<file path="config.mk">
export PLATFORM = sky130hd
export DESIGN_NAME = bcd_adder
export DESIGN_NICKNAME = d
export VERILOG_FILES = /design/src/rtl/bcd_adder.sv
export SDC_FILE = /design/constraint.sdc
export NUM_CORES = 1
export LEC_CHECK = 0
export ABC_AREA = 1
export CAP_MARGIN = 15
export CORE_MARGIN = 1.5
export CORE_UTILIZATION = 38
export DETAILED_ROUTE_END_ITERATION = 8
export PLACE_DENSITY_LB_ADDON = 0.25
export SYNTH_ARGS = -nofsm -noshare
export SYNTH_HDL_FRONTEND = slang
export SYNTH_SLANG_ARGS = --single-unit
</file>
<file path="constraint.sdc">
create_clock -name clk -period 0.8 [get_ports clk]
set_input_delay 0.16 -clock clk [delete_from_list [all_inputs] [get_ports clk]]
set_output_delay 0.16 -clock clk [all_outputs]
set_load 0.1 [all_outputs]
</file>
<file path="src/rtl/bcd_adder.sv">
// ---------------------------------------------------------------------------
// bcd_adder
//
// Single-digit BCD adder with one registered output stage. Adds two BCD
// digits plus a decimal carry-in and produces one corrected BCD digit and a
// decimal carry-out. Several of these can be chained into a multi-digit
// decimal adder by feeding each finalcarry into the next stage's cin.
// Operands above 9 are flagged on err and produce a zero result.
//
// Ports
//   clk         in   1  system clock, rising edge active
//   rst_n       in   1  asynchronous active-low reset
//   in_valid    in   1  a, b and cin are presented this cycle
//   a           in   4  BCD operand A (legal 0-9)
//   b           in   4  BCD operand B (legal 0-9)
//   cin         in   1  decimal carry-in
//   sum         out  4  registered BCD result digit (0-9)
//   finalcarry  out  1  registered decimal carry-out (weight 10)
//   out_valid   out  1  sum/finalcarry/err hold a new result this cycle
//   err         out  1  registered flag: captured a or b was above 9
//
// Latency is one cycle. With in_valid low, out_valid drops and the result
// registers keep their previous contents.
// ---------------------------------------------------------------------------
module bcd_adder (
    input  logic       clk,
    input  logic       rst_n,
    input  logic       in_valid,
    input  logic [3:0] a,
    input  logic [3:0] b,
    input  logic       cin,
    output logic [3:0] sum,
    output logic       finalcarry,
    output logic       out_valid,
    output logic       err
);

    // -----------------------------------------------------------------------
    // Combinational datapath
    // -----------------------------------------------------------------------
    logic [4:0] w_t;          // binary sum, 0-31, never truncated
    logic       w_a_bad;
    logic       w_b_bad;
    logic       w_operand_bad;
    logic       w_fix;        // binary sum exceeds 9, decimal correction needed
    logic [4:0] w_t_fixed;
    logic [3:0] w_sum_next;
    logic       w_carry_next;

    // Widen every term before adding so the carry out of bit 3 survives.
    assign w_t = {1'b0, a} + {1'b0, b} + {4'b0000, cin};

    // A digit above 9 has bit 3 set together with bit 2 or bit 1.
    assign w_a_bad       = a[3] & (a[2] | a[1]);
    assign w_b_bad       = b[3] & (b[2] | b[1]);
    assign w_operand_bad = w_a_bad | w_b_bad;

    // t > 9: either t >= 16, or t is 10-15 (bit 3 plus bit 2 or bit 1).
    assign w_fix = w_t[4] | (w_t[3] & (w_t[2] | w_t[1]));

    // Adding 6 skips the six unused codes 10-15; only the low nibble is kept.
    assign w_t_fixed = w_t + 5'd6;

    // NOTE: always_comb assigns every output a default first so no path can
    // leave a signal unassigned and infer a latch.
    always_comb begin
        w_sum_next   = w_t[3:0];
        w_carry_next = 1'b0;
        if (w_operand_bad) begin
            // An illegal operand yields no arithmetic result at all.
            w_sum_next   = 4'd0;
            w_carry_next = 1'b0;
        end else if (w_fix) begin
            w_sum_next   = w_t_fixed[3:0];
            w_carry_next = 1'b1;
        end
    end

    // -----------------------------------------------------------------------
    // Output register stage
    // -----------------------------------------------------------------------
    logic [3:0] r_sum;
    logic       r_carry;
    logic       r_err;
    logic       r_valid;

    // NOTE: state registers use non-blocking assignments so every register
    // samples the pre-edge values, independent of statement order.
    always_ff @(posedge clk or negedge rst_n) begin
        if (!rst_n) begin
            r_sum   <= 4'd0;
            r_carry <= 1'b0;
            r_err   <= 1'b0;
            r_valid <= 1'b0;
        end else begin
            r_valid <= in_valid;
            if (in_valid) begin
                r_sum   <= w_sum_next;
                r_carry <= w_carry_next;
                r_err   <= w_operand_bad;
            end
        end
    end

    assign sum        = r_sum;
    assign finalcarry = r_carry;
    assign err        = r_err;
    assign out_valid  = r_valid;

endmodule

</file>
### Yosys cells after proc, flatten, opt, wreduce, memory -nomap -nowiden

Cells that the tools add are included.

* div/mod/pow operators: 0
* bitwise operators: 8
* add/subtract/negate cells: 3
* equality and inequality tests: 0
* mux-type cells: 4
* order comparisons: 0
* multipliers: 0
* shifts and indexed selects: 0
* reduce and logical (&&, ||, !) cells: 0

Operator list (number)
* $mux W4: 2
* $add A4 B4 Y5: 1
* $add A5 B1 Y5: 1
* $or A1 B1 Y1: 5
* $add A4 B3 Y4 const B: 1
* $and A1 B1 Y1: 3
* $mux W1: 2

* bits in latches: 0
* memory bits (writable): 0
* memory bits (read-only): 0
* bits of input ports: 12
* flip-flop bits (word level): 7
* output and inout port bits: 7
* memories kept: 0
* logic and storage cells: 19

### Longest topological paths before layout

Gate-level depths: netlist of the first run.

* depth in word-level cells: 7
* gate-level depth with buffers: 12
* gate-level depth less buffers: 12

### Worst setup path after synthesis of the first run

No wires, ideal clock.

* path type: input-to-reg
* from: input port a[0]
* to: register r_sum[3] (netlist: sum[3])
* buffers on the path: 0
* required time: 0.674 ns
* slack: -1.087 ns
* stages on the path: 11
* arrival: 1.761 ns
* setup time: 0.126 ns
* path through: fa_1 > inv_1 > fa_1 > ha_1 > inv_1 > ha_1 > inv_1 > nand3_2 > nor2_2 > nand2_1 > nand3_1

* longest elaborated chain between the ends: 7
* elaborated cells between the ends (all ways): 8
* classes of those cells: 3 x add/sub; 2 x mux; 3 x bitwise

Ends and longest elaborated chain
* from (decl): RTL line 29 `input logic [3:0] a,`
* $add A4 B4 Y5 *: RTL line 51 `assign w_t = {1'b0, a} + {1'b0, b} + {4'b0000, cin};`
* $add A5 B1 Y5 *: RTL line 51
* branches (longest 3 deep; another with $add A4 B3 Y4)
* $mux W4 *: RTL line 73 `end else if (w_fix) begin`
* $mux W4 *: RTL line 69 `if (w_operand_bad) begin`
* to (signal assigned): RTL line 98 `r_sum <= w_sum_next;`
* to (decl): RTL line 82 `logic [3:0] r_sum;`

Every way passes the cells marked *.
A chain may end at the register's enable or synchronous reset.

### Final worst setup path of the first run

* from: input port cin
* to: register r_sum[2] (netlist: sum[2])

* longest elaborated chain between the ends: 6
* elaborated cells between the ends (all ways): 7
* classes of those cells: 2 x add/sub; 2 x mux; 3 x bitwise

Ends and longest elaborated chain
* from (decl): RTL line 31 `input logic cin,`
* $add A5 B1 Y5 *: RTL line 51
* branches (longest 3 deep; another with $add A4 B3 Y4)
* $mux W4 *: RTL line 73
* $mux W4 *: RTL line 69

Marked as above.

==> results.py, run 1 <==
metrics = {
    "status": {
        "status": "complete, but fails checks",
        "violations": "setup timing",
    },
    "hold_path": {
        "min_path_type": "input pin to asynchronous set/reset pin",
    },
    "synthesis": {
        "syn-mean-instance-area_um2": 7.77,
        "synthFlopType": "dfrtp_1",
        "ys_async_sr_fraction": 1.00,
        "yosysWarningCount": 0,
        "yosysSeqAreaShare": 0.337,
        "synth_area_um2": 520,
        "synth_most_common_cell": "nand2_1",
        "synth_commonest_cells": "21 x nand2_1, 10 x inv_1, 8 x nand3_1",
        "yosysTopAreaCell": "dfrtp_1",
        "syn_inst": 67,
        "ys_top_cells_by_area": "dfrtp_1 34%, nand2_1 15%, ha_1 12%",
        "synth_top_area_frac": 0.337,
        "synth_cell_types": 16,
        "ys_seq_elements": 7,
        "syn_nets": 86,
        "synth_edf_count": 0,
    },
    "layout": {
        "drive_above_1_share": 0.588,
        "syn_to_final_growth_pct": 100,
        "finalNetCount": 122,
        "diodes": 0,
    },
    "power_and_ir_drop": {
        "p_int_w": 0.00114,
        "switchingPower_w": 0.000903,
        "power.leakage_nw": 0.489,
        "cellPowerDensity_mw_per_mm2": 1960,
        "p_seq_frac": 0.241,
        "switching_share": 0.442,
        "p_comb_frac": 0.593,
        "p_clk_frac": 0.166,
        "ir_worst_vdd_uv": 824,
        "total_power_w": 0.00205,
    },
    "die": {
        "rows": 13,
        "die-area_mm2": 0.00160,
        "dieWidth_um": 40.0,
        "top_level_ports": 19,
        "die_y_um": 40.0,
        "coreArea_mm2": 0.00128,
        "start_util": 0.405,
    },
    "clocking": {
        "cts_tree": "built",
        "cts_buffers": 3,
        "cts_buffer_depth": 2,
        "clkTransAtPathRegs_ns": 0.06,
        "clk_latency_ns": 0.26,
        "hold_buffers": 0,
        "cts.htree.levels": 1,
        "cts.sinks": 7,
        "clockRootBuffer": "clkbuf_4",
    },
    "global_routing": {
        "grt_pass1_wl_um": 2410,
        "grt_max_degree": 8,
        "grt_pass1_vias": 578,
        "antenna_found_initial": 0,
        "overflow": 0,
        "track_usage": 0.235,
    },
    "timing": {
        "max_freq_mhz": 580,
        "setup_violations": 12,
        "fin_crit_sh": 2.15,
        "fin_ws_ns": -0.924,
        "worstMarginPinSlew_ns": 0.309,
        "fin_crit_ns": 1.72,
        "relSlewSlack": 0.793,
        "setup-tns-final_ns": -5.51,
        "finClkSkew_ns": 0,
        "rsz0062_at_grt": "yes",
        "whs_ns": 0.148,
        "hold_viol": 0,
        "slew_viol_final": 0,
    },
    "routing": {
        "detail_route.vias_per_cell": 4.90,
        "drt-wirelength-per-cell_um": 12.2,
        "first_iter_violations": 8,
        "vias": 573,
        "drc": 0,
        "wl_um": 1420,
        "ant_nets": 0,
        "drt_pre_antenna_iters": 4,
    },
    "placement": {
        "io_buffers": 18,
        "place_ws_ns": -1.62,
        "hpwl_um": 995,
        "gp_congestion": 0.799,
    },
    "setup_path": {
        "r2r_slack_ns": 0,
        "cp-end-kind": "flop",
        "rr_endpoint": "sum[0]$_DFFE_PN0P_",
        "r2r_cells": 3,
        "reg2reg_from": "sum[0]$_DFFE_PN0P_",
        "cp.required_ns": 0.96,
        "critPathArrivalTime_ns": 1.88,
        "cp_max_fo": 5,
        "start_kind": "input pin",
        "crit_type": "input pin to flop",
    },
    "job": {
        "maxCapViolations": 0,
    },
}
kinds of logic (layout without fill, tap and decap cells):
logic type | count (synthesis) | count (layout) | share of synthesized area
AND/OR/NAND/NOR | 39 | 39 | 0.349
buffers and inverters | 10 | 45 | 0.0721
adder cells (fa/ha/maj) | 7 | 7 | 0.197
flip-flops | 7 | 7 | 0.337
AO/OA/AOI/OAI | 3 | 3 | 0.0288
XOR/XNOR | 1 | 1 | 0.0168
cell usage in the layout (no fill, tap or decap):
cell type / count
nand2_1: 18
buf_4: 10
dfrtp_4: 7
buf_12: 7
nand3_1: 6
inv_2: 5
buf_6: 5
nor2_1: 4
nand2_2: 4
inv_1: 4
ha_4: 3
clkbuf_4: 3
dlygate4sd2_1: 3
clkbuf_2: 3
o21ai_4: 2
nor2_4: 2
nand3_2: 2
fa_2: 2
ha_1: 2
buf_2: 2
or2_1: 1
nand3b_1: 1
xor2_4: 1
a21oi_1: 1
inv_4: 1
nand3_4: 1
clkbuf_1: 1
clkdlybuf4s50_1: 1
flip-flops by register name, summed over array words and instances (netlist names):
| signal | flops |
|---|---|
| out_valid | 1 |
| err | 1 |
| finalcarry | 1 |
| sum | 4 |
metrics by stage:
stage / utilization / cells / instance area [um^2]
2_1_floorplan: - / 67 / 564
3_3_place_gp: 0.701 / 109 / 901
3_5_place_dp: 0.701 / 109 / 901
4_1_cts: 0.787 / 115 / 1010
5_1_grt: 0.810 / 117 / 1040
6_report: 0.810 / 117 / 1040
worst max path at each step:
stage / startpoint / endpoint / slack [ns] / cells past startpoint
2_1_floorplan: cin / sum[2]$_DFFE_PN0P_ / -1.03 / 11
3_3_place_gp: cin / sum[1]$_DFFE_PN0P_ / -1.53 / 13
3_5_place_dp: cin / sum[1]$_DFFE_PN0P_ / -1.62 / 13
4_1_cts: a[0] / sum[3]$_DFFE_PN0P_ / -0.92 / 13
5_1_grt: cin / sum[3]$_DFFE_PN0P_ / -1.01 / 13
6_report: cin / sum[2]$_DFFE_PN0P_ / -0.92 / 12
layer usage:
metal | part of all wire | vias up | track usage
li1 | - | 279 | -
met1 | 0.36 | 272 | 0.260
met2 | 0.58 | 17 | 0.411
met3 | 0.032 | 5 | 0.0500
met4 | 0.034 | 0 | 0.129
met5 | 0 | - | 0
layout make-up:
| type | count | area [um^2] |
|---|---|---|
| multi-input combinational | 50 | 422 |
| timing repair buffer | 31 | 333 |
| fill | 75 | 244 |
| sequential | 7 | 201 |
| inverter | 10 | 40.0 |
| clock buffer | 4 | 26.3 |
| tap | 15 | 18.8 |
worst max-delay path, cell delays in order:
cell and delay, ns:
buf_6 0.10, fa_2 0.38, inv_2 0.07, fa_2 0.46
ha_4 0.18, inv_2 0.06, ha_4 0.14, inv_4 0.03
nand3_4 0.11, nand2_1 0.08, nand3_1 0.07, nand2_1 0.05
power by group through the flow:
| stage | clock (W) | sequential (W) | combinational (W) |
|---|---|---|---|
| final | 0.000340 | 0.000492 | 0.00121 |
| after floorplan | 0 | 0.000845 | 0.000258 |
| after global routing | 0.000365 | 0.000498 | 0.00129 |
| after detailed placement | 0 | 0.000499 | 0.00104 |
| after global placement | 0 | 0.000497 | 0.00102 |
| after CTS | 0.000335 | 0.000492 | 0.00115 |
what timing repair did:
action	4_1_cts	5_1_grt
setup buffers	2	2
resized for setup	40	14
pin swaps	11	12
setup endpoints to repair	13	13
(Power assumes the default switching activity.)
==> run 2, diff against run 1 <==
--- a/config.mk
+++ b/config.mk
@@ -9,8 +9,10 @@
 export CAP_MARGIN = 15
 export CORE_MARGIN = 1.5
 export CORE_UTILIZATION = 38
+export CTS_CLUSTER_SIZE = 16
 export DETAILED_ROUTE_END_ITERATION = 8
 export PLACE_DENSITY_LB_ADDON = 0.25
+export SETUP_SLACK_MARGIN = 0.05
 export SYNTH_ARGS = -nofsm -noshare
 export SYNTH_HDL_FRONTEND = slang
 export SYNTH_SLANG_ARGS = --single-unit
==> run 2 against run 1 <==
The run still ends with setup timing left. Register-to-register slack got worse by 0.04 ns. Combinational power rose by 4%. Core utilization up 3.1 points. Critical endpoint unchanged. Largest cell class unchanged.
==> results.py, run 2 (synthesized netlist as in run 1, its figures left out) <==
metrics = {
    "setup_path": {
        "cp_cell_sequence": "buf_6, fa_2, inv_2, fa_2, ha_4, inv_2, ha_4, inv_4, nand3_4, nand2_1, nand3_1, nand2_1",
        "crit_buf_inv": 4,
        "critPathTopFamily": "adder cells",
        "cp.required_ns": 0.96,
        "critPathArrivalTime_ns": 1.89,
        "cp-end-kind": "flop",
        "start_kind": "input pin",
        "cp_slowest_stage_delay_ns": 0.46,
        "cpMaxStageDelayCell": "fa_2",
        "crit_type": "input pin to flop",
        "path_depth": 12,
        "reg2reg_from": "err$_DFFE_PN0P_",
        "r2r_cells": 3,
        "rr_endpoint": "err$_DFFE_PN0P_",
        "cp_max_fo": 5,
        "r2r_slack_ns": -0.04,
    },
    "clocking": {
        "cts.sinks": 7,
        "cts_buffer_depth": 2,
        "cts_tree": "built",
        "cts.htree.levels": 1,
        "cts_buffers": 3,
        "clockRootBuffer": "clkbuf_4",
        "hold_buffers": 0,
        "clk_latency_ns": 0.26,
        "clkTransAtPathRegs_ns": 0.06,
    },
    "placement": {
        "place_ws_ns": -1.62,
        "place_inst": 109,
        "io_buffers": 18,
        "hpwl_um": 995,
        "gp_congestion": 0.799,
        "place_area_um2": 901,
    },
    "routing": {
        "vias": 598,
        "first_iter_violations": 14,
        "ant_nets": 0,
        "drc": 0,
        "drt_pre_antenna_iters": 4,
        "drt-wirelength-per-cell_um": 13.5,
        "detail_route.vias_per_cell": 4.98,
        "wl_um": 1610,
    },
    "timing": {
        "fin_crit_sh": 2.16,
        "finClkSkew_ns": 0,
        "hold_viol": 0,
        "fin_ws_ns": -0.927,
        "relSlewSlack": 0.789,
        "fin_crit_ns": 1.73,
        "max_freq_mhz": 579,
        "slew_viol_final": 0,
        "worstMarginPinSlew_ns": 0.315,
        "setup_violations": 12,
        "rsz0062_at_grt": "yes",
    },
    "global_routing": {
        "grt_pass1_wl_um": 2460,
        "grt_max_degree": 8,
        "grt_pass1_vias": 589,
        "track_usage": 0.244,
        "overflow": 0,
        "antenna_found_initial": 0,
    },
    "power_and_ir_drop": {
        "cellPowerDensity_mw_per_mm2": 1950,
        "ir_worst_vdd_uv": 844,
        "power.leakage_nw": 0.506,
    },
    "status": {
        "violations": "setup timing",
        "status": "complete, but fails checks",
    },
    "layout": {
        "diodes": 0,
        "drive_above_1_share": 0.610,
        "final_core_util": 0.841,
        "layout_common_cells": "18 x nand2_1, 12 x buf_4, 7 x dfrtp_4, 7 x buf_12",
        "largest_register_ffs": 4,
        "final_common_cell": "nand2_1",
        "final_cells": 120,
        "finalNetCount": 125,
        "design_area_mm2": 0.00108,
        "syn_to_final_growth_pct": 108,
        "nFillCells": 66,
    },
    "die": {
        "die_y_um": 40.0,
        "rows": 13,
        "dieWidth_um": 40.0,
        "die-area_mm2": 0.00160,
        "start_util": 0.405,
        "top_level_ports": 19,
        "coreArea_mm2": 0.00128,
    },
    "job": {
        "maxCapViolations": 0,
    },
    "hold_path": {
        "min_path_type": "input pin to asynchronous set/reset pin",
    },
}
-- run 2: cell type report --
class                           count  area (um^2)  share of cell area
Multi-Input combinational cell     50          429               0.397
Tap cell                           15         18.8              0.0174
Clock buffer                        4         26.3              0.0243
Inverter                           10         40.0              0.0370
Timing Repair Buffer               34          365               0.338
Sequential cell                     7          201               0.186
-- run 2: worst max-delay path by stage --
stage          startpoint            endpoint
4_1_cts              a[0]  sum[3]$_DFFE_PN0P_
6_report              cin  sum[2]$_DFFE_PN0P_
3_5_place_dp          cin  sum[1]$_DFFE_PN0P_
5_1_grt               cin  sum[3]$_DFFE_PN0P_
3_3_place_gp          cin  sum[1]$_DFFE_PN0P_
2_1_floorplan         cin  sum[2]$_DFFE_PN0P_
-- run 2: power by group --
group          switching (W)  internal [W]
combinational       0.000717      0.000541
sequential         0.0000577      0.000437
clock               0.000158      0.000192
total               0.000933       0.00117
-- run 2: metal layers --
metal | global-route usage | wire length [um] | up-vias | share of wire
met5 | 0 | 0 | - | 0
met4 | 0.190 | 93 | 0 | 0.058
met3 | 0.0500 | 50 | 9 | 0.031
met2 | 0.407 | 921 | 23 | 0.57
met1 | 0.267 | 548 | 281 | 0.34
li1 | - | - | 285 | -
-- run 2: worst reg2reg max path, delay by kind of cell, from the launching register on --
family,cells,cell delay [ns]
buf+inv,1,0.13
simple gates,2,0.10
flops,1,0.49
-- run 2: timing repair --
action | 4_1_cts | 5_1_grt
setup buffers | 2 | 5
endpoints found under the hold margin | 0 | 0
endpoints found under the setup margin | 13 | 13
gates resized for setup | 44 | 13
pin swaps | 12 | 13
-- run 2: through the flow --
stage,power (W),hold slack (ns),setup TNS (ns)
after CTS,0.00199,0.160,-5.50
final,0.00210,0.148,-5.67
after global placement,0.00151,0.433,-7.20
after global routing,0.00220,0.161,-6.14
after floorplan,0.00110,-0.136,-4.15
after detailed placement,0.00153,0.434,-7.51
